**config.mk**
```make
export PLATFORM = sky130hd
export DESIGN_NAME = rgb_sequencer_flat
export DESIGN_NICKNAME = d
export VERILOG_FILES = /design/src/rtl/rgb_sequencer_if.sv /design/src/rtl/rgb_sequencer.sv /design/src/flat_wrapper.sv
export SDC_FILE = /design/constraint.sdc
export NUM_CORES = 1
export LEC_CHECK = 0
export BUFFER_PORTS_ARGS = -buffer_cell sky130_fd_sc_hd__buf_2
export CORE_MARGIN = 2
export CORE_UTILIZATION = 40
export CTS_CLUSTER_SIZE = 12
export DETAILED_ROUTE_END_ITERATION = 10
export HOLD_SLACK_MARGIN = 0.15
export PLACE_DENSITY = 0.59
export SLEW_MARGIN = 15
export SYNTH_ARGS = -nofsm -noshare
export SYNTH_HDL_FRONTEND = slang
export SYNTH_SLANG_ARGS = --single-unit
```
**constraint.sdc**
```tcl
create_clock -name clk_div_i -period 1.7 [get_ports clk_div_i]
set_input_delay 0.085 -clock clk_div_i [delete_from_list [all_inputs] [get_ports clk_div_i]]
set_output_delay 0.085 -clock clk_div_i [all_outputs]
set_load 0.02 [all_outputs]
```
**src/rtl/rgb_sequencer_if.sv**
```systemverilog
// Colour sequencer link: button and breath tick in,
// colour and mode out toward the breathing-light PWM stage.
interface rgb_sequencer_if;
    logic       breath_i;
    logic       btn_i;
    logic [2:0] rgb_o;
    logic [1:0] mode_o;

    modport master (
        output breath_i,
        output btn_i,
        input  rgb_o,
        input  mode_o
    );

    modport slave (
        input  breath_i,
        input  btn_i,
        output rgb_o,
        output mode_o
    );
endinterface

```
**src/rtl/rgb_sequencer.sv**
```systemverilog
// Debounced mode button plus breath-tick colour stepping,
// feeding a registered {r,g,b} to the breather.
module rgb_sequencer #(
    parameter int DEBOUNCE_CYCLES = 156250
) (
    input logic           clk_div_i,
    input logic           rst_n_i,
    rgb_sequencer_if.slave bus
);
    localparam int CW = $clog2(DEBOUNCE_CYCLES);
    localparam logic [CW-1:0] CNT_MAX = CW'(DEBOUNCE_CYCLES - 1);

    typedef enum logic [1:0] {
        WHITE   = 2'd0,
        RAINBOW = 2'd1,
        PRIMARY = 2'd2,
        OFF     = 2'd3
    } mode_e;

    logic          s1, s2, deb, deb_q, breath_q;
    logic [CW-1:0] cnt;
    logic          press, step;

    mode_e         mode_q, mode_d;
    logic [2:0]    idx_q, idx_d;
    logic [2:0]    rgb_q, rgb_d;

    function automatic logic [2:0] colour(mode_e m, logic [2:0] i);
        logic [2:0] c;
        c = 3'b111;
        case (m)
            WHITE: c = 3'b111;
            RAINBOW: begin
                case (i)
                    3'd1:    c = 3'b010;
                    3'd2:    c = 3'b100;
                    3'd3:    c = 3'b011;
                    3'd4:    c = 3'b110;
                    3'd5:    c = 3'b101;
                    3'd6:    c = 3'b111;
                    default: c = 3'b001;
                endcase
            end
            PRIMARY: begin
                case (i)
                    3'd1:    c = 3'b010;
                    3'd2:    c = 3'b001;
                    default: c = 3'b100;
                endcase
            end
            OFF: c = 3'b000;
        endcase
        return c;
    endfunction

    // breath_q resets high so a high breath_i at release is not a step
    always_ff @(posedge clk_div_i or negedge rst_n_i) begin
        if (!rst_n_i) begin
            s1       <= 1'b0;
            s2       <= 1'b0;
            deb      <= 1'b0;
            deb_q    <= 1'b0;
            cnt      <= '0;
            breath_q <= 1'b1;
        end else begin
            s1       <= bus.btn_i;
            s2       <= s1;
            deb_q    <= deb;
            breath_q <= bus.breath_i;
            unique case (1'b1)
                (s2 == deb): cnt <= '0;
                (s2 != deb && cnt == CNT_MAX): begin
                    deb <= s2;
                    cnt <= '0;
                end
                default: cnt <= cnt + 1'b1;
            endcase
        end
    end

    assign press = deb & ~deb_q;
    assign step  = bus.breath_i & ~breath_q;

    always_comb begin
        mode_d = mode_q;
        idx_d  = idx_q;
        if (press) begin
            idx_d = '0;
            unique case (mode_q)
                WHITE:   mode_d = RAINBOW;
                RAINBOW: mode_d = PRIMARY;
                PRIMARY: mode_d = OFF;
                OFF:     mode_d = WHITE;
            endcase
        end else if (step) begin
            unique case (mode_q)
                RAINBOW: idx_d = (idx_q >= 3'd6) ? 3'd0 : idx_q + 3'd1;
                PRIMARY: idx_d = (idx_q >= 3'd2) ? 3'd0 : idx_q + 3'd1;
                default: idx_d = idx_q;
            endcase
        end
        rgb_d = colour(mode_d, idx_d);
    end

    always_ff @(posedge clk_div_i or negedge rst_n_i) begin
        if (!rst_n_i) begin
            mode_q <= WHITE;
            idx_q  <= '0;
            rgb_q  <= 3'b111;
        end else begin
            mode_q <= mode_d;
            idx_q  <= idx_d;
            rgb_q  <= rgb_d;
        end
    end

    assign bus.rgb_o  = rgb_q;
    assign bus.mode_o = mode_q;
endmodule
```
**src/flat_wrapper.sv**
```systemverilog
// flat-port wrapper written by rule: the top's interface ports become plain ports
module rgb_sequencer_flat 
#(
    parameter int DEBOUNCE_CYCLES = 156250
)
  (clk_div_i, rst_n_i, bus_breath_i, bus_btn_i, bus_rgb_o, bus_mode_o);
  rgb_sequencer_if bus_i ();
  input logic clk_div_i;
  input logic rst_n_i;
  input wire logic [$bits(bus_i.breath_i)-1:0] bus_breath_i;
  input wire logic [$bits(bus_i.btn_i)-1:0] bus_btn_i;
  output wire logic [$bits(bus_i.rgb_o)-1:0] bus_rgb_o;
  output wire logic [$bits(bus_i.mode_o)-1:0] bus_mode_o;
  assign bus_i.breath_i = bus_breath_i;
  assign bus_i.btn_i = bus_btn_i;
  assign bus_rgb_o = bus_i.rgb_o;
  assign bus_mode_o = bus_i.mode_o;
  rgb_sequencer #(.DEBOUNCE_CYCLES(DEBOUNCE_CYCLES)) u_core (.clk_div_i(clk_div_i), .rst_n_i(rst_n_i), .bus(bus_i));
endmodule
```
==> results of run 1 <==
[cell usage in the layout (no fill, tap or decap), drive strengths merged, types with 2 or more instances in the layout]
cell          n
buf          34
nor2         27
dfrtp        27
xor2         14
xnor2        11
nand2        11
nand3         8
nand4         8
ha            7
clkbuf        6
inv           6
dfstp         4
o21ai         4
nor3          3
dlygate4sd3   3
nor4b         3
nand3b        2
a21oi         2
a31oi         2
and2          2
and3          2
a21boi        2
or2           2
nor4          2
[worst max-delay path: cells and delay by family, from the launching register on]
kind | cells | cell delay, ps
AO/OA/AOI/OAI | 4 | 700
flip-flops | 1 | 370
adder cells (fa/ha/maj) | 1 | 280
AND/OR/NAND/NOR | 1 | 260
buffers and inverters | 1 | 50
[metrics by stage]
stage                     setup slack, ps  hold WS (ps)  setup TNS (ps)  utilization (%)
after floorplan                      2.79          -211               0                -
after global placement               -120           167            -163             48.5
after detailed placement            -84.5           180            -216             48.5
after CTS                           -7.41           358           -7.41             53.0
after global routing                -93.2           358            -259             54.9
final                               -36.0           354           -36.0             54.9
[worst paths after layout]
kind,end,from,slack (ps),depth (start not counted)
min in group asynchronous,u_core.cnt[9],rst_n_i,390,2
max in group asynchronous,u_core.idx_q[0],rst_n_i,810,2
worst min register to register,u_core.s2,u_core.s1,350,0
worst max-delay path,u_core.bus.rgb_o[0],u_core.bus.mode_o[0],-40,7
worst min-delay path,u_core.s2,u_core.s1,350,0
worst max register to register,u_core.bus.rgb_o[0],u_core.bus.mode_o[0],-40,7
[kinds of logic (layout without fill, tap and decap cells)]
family	count (synthesis)	after routing	share of synthesized area (%)
AO/OA/AOI/OAI	18	18	7.69
XOR/XNOR	25	25	12.6
adder cells (fa/ha/maj)	7	7	5.03
buffers and inverters	12	50	3.45
flip-flops	31	31	44.8
multiplexers	1	1	0.647
AND/OR/NAND/NOR	77	77	25.8
[layer usage]
| layer | wire (microns) | vias to the layer above | GRT usage, % |
|---|---|---|---|
| li1 | - | 667 | - |
| met4 | 46 | 0 | 5.77 |
| met3 | 88 | 5 | 4.33 |
| met1 | 1830 | 667 | 22.1 |
| met2 | 1780 | 19 | 25.9 |
| met5 | 0 | - | 0 |
[flip-flops by register name, indices dropped and copies added, names as in the netlist]
signal and flops:
u_core.idx_q 3, u_core.s1 1, u_core.deb 1, u_core.cnt 18, u_core.bus.rgb_o 3, u_core.bus.mode_o 2
u_core.deb_q 1, u_core.s2 1, u_core.breath_q 1
[power breakdown]
group	internal, mW	switching [mW]
Sequential	0.748	0.00835
Combinational	0.0227	0.0325
Clock	0.429	0.266
Total	1.20	0.307
[cells in the mapped netlist (2+ instances only)]
cell | count | area, sq um
nand3b_1 | 2 | 15.0
nand3_1 | 7 | 35.0
nand4_1 | 7 | 43.8
dfstp_2 | 4 | 105
a31oi_1 | 2 | 12.5
nand2_1 | 10 | 37.5
xnor2_1 | 11 | 96.3
and2_1 | 2 | 12.5
xor2_1 | 14 | 123
o21ai_0 | 4 | 20.0
and3_1 | 2 | 12.5
ha_1 | 7 | 87.6
buf_2 | 3 | 15.0
nor2_1 | 26 | 97.6
dfrtp_1 | 27 | 676
a21oi_1 | 2 | 10.0
nor4b_1 | 2 | 17.5
inv_1 | 6 | 22.5
nor3_1 | 3 | 15.0
[repair_timing]
item / 4_1_cts / 5_1_grt
setup endpoints to repair: 3 / 5
setup buffers: 3 / 4
resized for setup: 6 / 8
pin swaps: 3 / 5
hold buffers: 3 / 0
endpoints found under the hold margin: 29 / 0
[final cells by class]
type	count	area, sq um
Fill cell	376	1840
Multi-Input combinational cell	128	988
Sequential cell	31	785
Timing Repair Buffer	37	282
Clock buffer	6	72.6
Tap cell	50	62.6
Clock inverter	1	30.0
Inverter	6	22.5
==> impl_metrics.toml, run 1 <==
[run_status]
run_status = "finished, violations left"
violations = "setup timing"

[worst_setup_path]
worst_path_largest_cell_delay_ps = 370
worst_path_most_repeated_cell = "o21ai_0"
path_class = "reg -> reg"
path_cells = "inv_2 > ha_4 > and3b_2 > o21ai_0 > o21ai_0 > a31oi_1 > a41oi_1"
worstPathMaxFanout = 7
worstSetupStartpointType = "register"
worst_ep_arrival_time_ps = 1930
worst_ep_required_time_ps = 1900
worst_path_max_delay_cell = "dfrtp_2"
critical_path_capture_point_type = "register"

[place]
place.port_buffers = 8
hpwlAfterDp_microns = 2650
detailed_place.area_sq_um = 1980
placedCellCount = 242
gpl.final_weighted_congestion = 0.827

[layout]
drive_gt1_share_pct = 33.5
layout.cells.non_filler = 259
number_of_nets_in_the_layout = 220
diodes = 0
finish.instance_area_sq_um = 2240
area_growth_syn_to_layout_pct = 28.7

[power_and_ir_drop]
peakVddDrop_mv = 0.436
power.total_mw = 1.51
power.leakage_nw = 0.980
power_density_nw_per_um2 = 672

[detailed_routing]
detail_route.wl_per_cell_microns = 14.4
wl_microns = 3740
routed-via-count = 1358
dr.pass1.iters = 4
drt_iter0_drc = 96
drt-vias-per-instance = 5.24
drt_drc_violations_left = 0
antenna_violating_nets_post_route = 0

[cts]
cts_made_buffers = 5
clock_latency_ps = 280
cts_sinks = 31
clkSlewWorstSetupHoldPaths_ps = 70
clock_tree.root_cell = "clkbuf_8"
cts_buffer_depth = 2
htreeDepth = 2
clock_tree_from_tritoncts = "built"

[die]
core_sq_um = 4090
num_io_pins = 9
die_height_microns = 70.0
die_width_microns = 70.0
core.rowCount = 23
dieArea_sq_um = 4900
initial_core_util_pct = 42.6

[timing]
final.period_utilization_pct = 102
worst_pin_slew_ps = 700
timing.final.crit_period_ps = 1740
hold_viol_final = 0
timing.final.setup_violations = 1
setup_slack_ps = -36.0
clock-skew-final_ps = 6.06
report.final.slew_viol_count = 0
headroom_to_the_max_slew_limit_pct = 53.3
max_freq_mhz = 576
grt_setup_unrepaired = "yes"

[logic_synthesis]
synth_cell_types = 49
synth_enable_flop_cells = 0
synth-seq-cells = 31
synth.yosys.warnings = 0
synthArstFlopShare_pct = 100
synth_fp_nets = 182
syn-cell-area_sq_um = 1740
syn_inst = 171
syn-mean-instance-area_sq_um = 10.2
synthFlopType = "dfrtp_1"
synth-seq-area-share_pct = 44.8

[global_route]
grt_remaining_overflow = 0
grt_first_pass_wirelength_microns = 6340
number_of_global_route_vias_before_repair = 1360
largest_net_degree_at_the_start_of_global_routing = 32
groute.usage.overall_pct = 16.5
grt_antenna_before_repair = 0

[worst_hold_path]
timing.hold.worst.class = "reg -> reg"

[flow_run]
max-cap-violations = 0
No activity file was read; power rests on OpenSTA's default activity.
==> inputs of run 2 (changes only) <==
- SETUP_SLACK_MARGIN: not set -> 0.02
==> run 2 against run 1 <==
The run now ends clean. Clock power rose by 7.5%. Routed wire length is 0.80% higher. Critical path depth decreased by 1. Hold slack worse by 4.3 ps. Register-to-register slack improved by 50 ps. Die area unchanged. Core utilization shrank 1.8 points. Worst setup slack improved by 49 ps. First-iteration DRC count rose by 7.3%. Design area is 3.3% lower. Fmax grew 2.9%.
==> impl_metrics.toml, run 2 (synthesized netlist as in run 1, its figures left out) <==
[run_status]
run_status = "finished clean"

[detailed_routing]
wl_microns = 3770
drt_drc_violations_left = 0
antenna_violating_nets_post_route = 0
drt_iter0_drc = 103
met2_length_microns = 1720
drt_met1_wl_microns = 1870
route.met3.wl_microns = 152
detail_route.wl_per_cell_microns = 14.9
dr.pass1.iters = 4
route.top_layer_used = "met4"
drt-vias-per-instance = 5.23
routed-via-count = 1329

[die]
initial_core_util_pct = 42.6
die_height_microns = 70.0
num_io_pins = 9
die_width_microns = 70.0
core.rowCount = 23
core_sq_um = 4090
dieArea_sq_um = 4900

[cts]
clock_tree_from_tritoncts = "built"
clkSlewWorstSetupHoldPaths_ps = 70
cts_made_buffers = 5
cts_sinks = 31
htreeDepth = 2
clock_tree.root_cell = "clkbuf_8"
clock_latency_ps = 280
post_cts_buffers = 0
cts_buffer_depth = 2

[global_route]
largest_net_degree_at_the_start_of_global_routing = 32
groute.usage.overall_pct = 17.2
grt_antenna_before_repair = 0
grt_remaining_overflow = 0
number_of_global_route_vias_before_repair = 1356
grt_first_pass_wirelength_microns = 6620

[layout]
largest_register_ffs = 18
area_growth_syn_to_layout_pct = 24.5
fillerInstances = 399
number_of_nets_in_the_layout = 214
most-common-layout-cells = "nor2_1, dfrtp_1, buf_4"
most_common_cell_after_layout_fill_and_taps_aside = "nor2_1"
ff_latch_area_sq_um = 783
drive_gt1_share_pct = 31.4
regMostFlops = "u_core.cnt"
multiInputGateArea_sq_um = 950
diodes = 0

[worst_setup_path]
critical_path_capture_point_type = "register"
worst_ep_required_time_ps = 1900
cp-startpoint = "u_core.bus.mode_o[0]"
worstSetupStartpointType = "register"
worstPathMaxFanout = 4
worst_case_register_to_register_setup_slack_ps = 10
ff2ff_path_depth = 6
worst_ep_arrival_time_ps = 1880
r2r-start = "u_core.bus.mode_o[0]"
rr_endpoint = "u_core.bus.rgb_o[2]"
path_class = "reg -> reg"

[timing]
hold_viol_final = 0
final.period_utilization_pct = 99.2
totalNegativeSetupSlack_ps = 0
worst_pin_slew_ps = 682
grt_setup_unrepaired = "yes"
max_freq_mhz = 593
timing.final.setup_violations = 0
clock-skew-final_ps = 5.62
headroom_to_the_max_slew_limit_pct = 54.5
timing.final.crit_period_ps = 1690
report.final.slew_viol_count = 0

[power_and_ir_drop]
power_density_nw_per_um2 = 719
power.leakage_nw = 0.963
peakVddDrop_mv = 0.438
power.total_mw = 1.56

[place]
hpwlAfterDp_microns = 2800
place.port_buffers = 8
gpl.final_weighted_congestion = 0.805

[worst_hold_path]
worst_hold_path.endpoint = "u_core.s2"
hold_path.startpoint = "u_core.s1"
timing.hold.worst.class = "reg -> reg"
hold-path-cell-count = 0

[flow_run]
max-cap-violations = 0
## run 2: cell count changes in the layout (fill, tap and decap cells not counted), sizes merged
| cell | change |
|---|---|
| clkinv | +1 |
| buf | -6 |
## run 2: cell type report
cell class / instances / area share [%]
inverter: 6 / 1.04
tap: 50 / 2.89
clock buffer: 6 / 3.81
multi-input combinational: 128 / 43.8
sequential: 31 / 36.1
timing repair buffer: 31 / 10.7
clock inverter: 2 / 1.62
## run 2: per-stage QoR
stage	util, %	cell area [sq um]	setup WS (ps)	std cells	hold slack, ps
after floorplan	-	1770	8.76	171	-211
after detailed placement	48.7	1990	-64.4	243	179
after global routing	53.1	2170	-128	254	359
after CTS	52.4	2140	10.6	254	359
after global placement	48.7	1990	-64.4	243	166
final	53.1	2170	13.2	254	349
## run 2: critical path, cell delays in order (launching register included)
cell and delay, ps:
dfrtp_2 390, inv_2 60, ha_4 270, nand3b_1 170, a311oi_2 310, nand4_1 140
a221oi_2 260
## run 2: where the power goes
group          switching (mW)  total, mW  leakage, nW  internal [mW]
Combinational          0.0320     0.0540        0.493         0.0220
Sequential            0.00798      0.756        0.409          0.748
Clock                   0.274      0.748       0.0612          0.474
## run 2: repair_timing
action	CTS	global route
setup endpoints to repair	4	24
hold endpoints to repair	29	0
hold buffers	3	0
gates resized for setup	4	6
pin swaps	0	2
## run 2: worst max path at each step
stage / endpoint / slack, ps / depth (start not counted)
3_5_place_dp: u_core.bus.rgb_o[1] / -60 / 7
4_1_cts: u_core.bus.rgb_o[2] / 10 / 7
5_1_grt: u_core.bus.rgb_o[2] / -130 / 6
3_3_place_gp: u_core.bus.rgb_o[1] / -60 / 7
6_report: u_core.bus.rgb_o[2] / 10 / 6
2_1_floorplan: u_core.bus.rgb_o[0] / 9 / 7
## run 2: routing by layer
layer / vias up / global-route usage (%)
met5: - / 0
met4: 0 / 6.41
met3: 4 / 4.04
met2: 22 / 25.5
met1: 646 / 24.4
li1: 657 / -
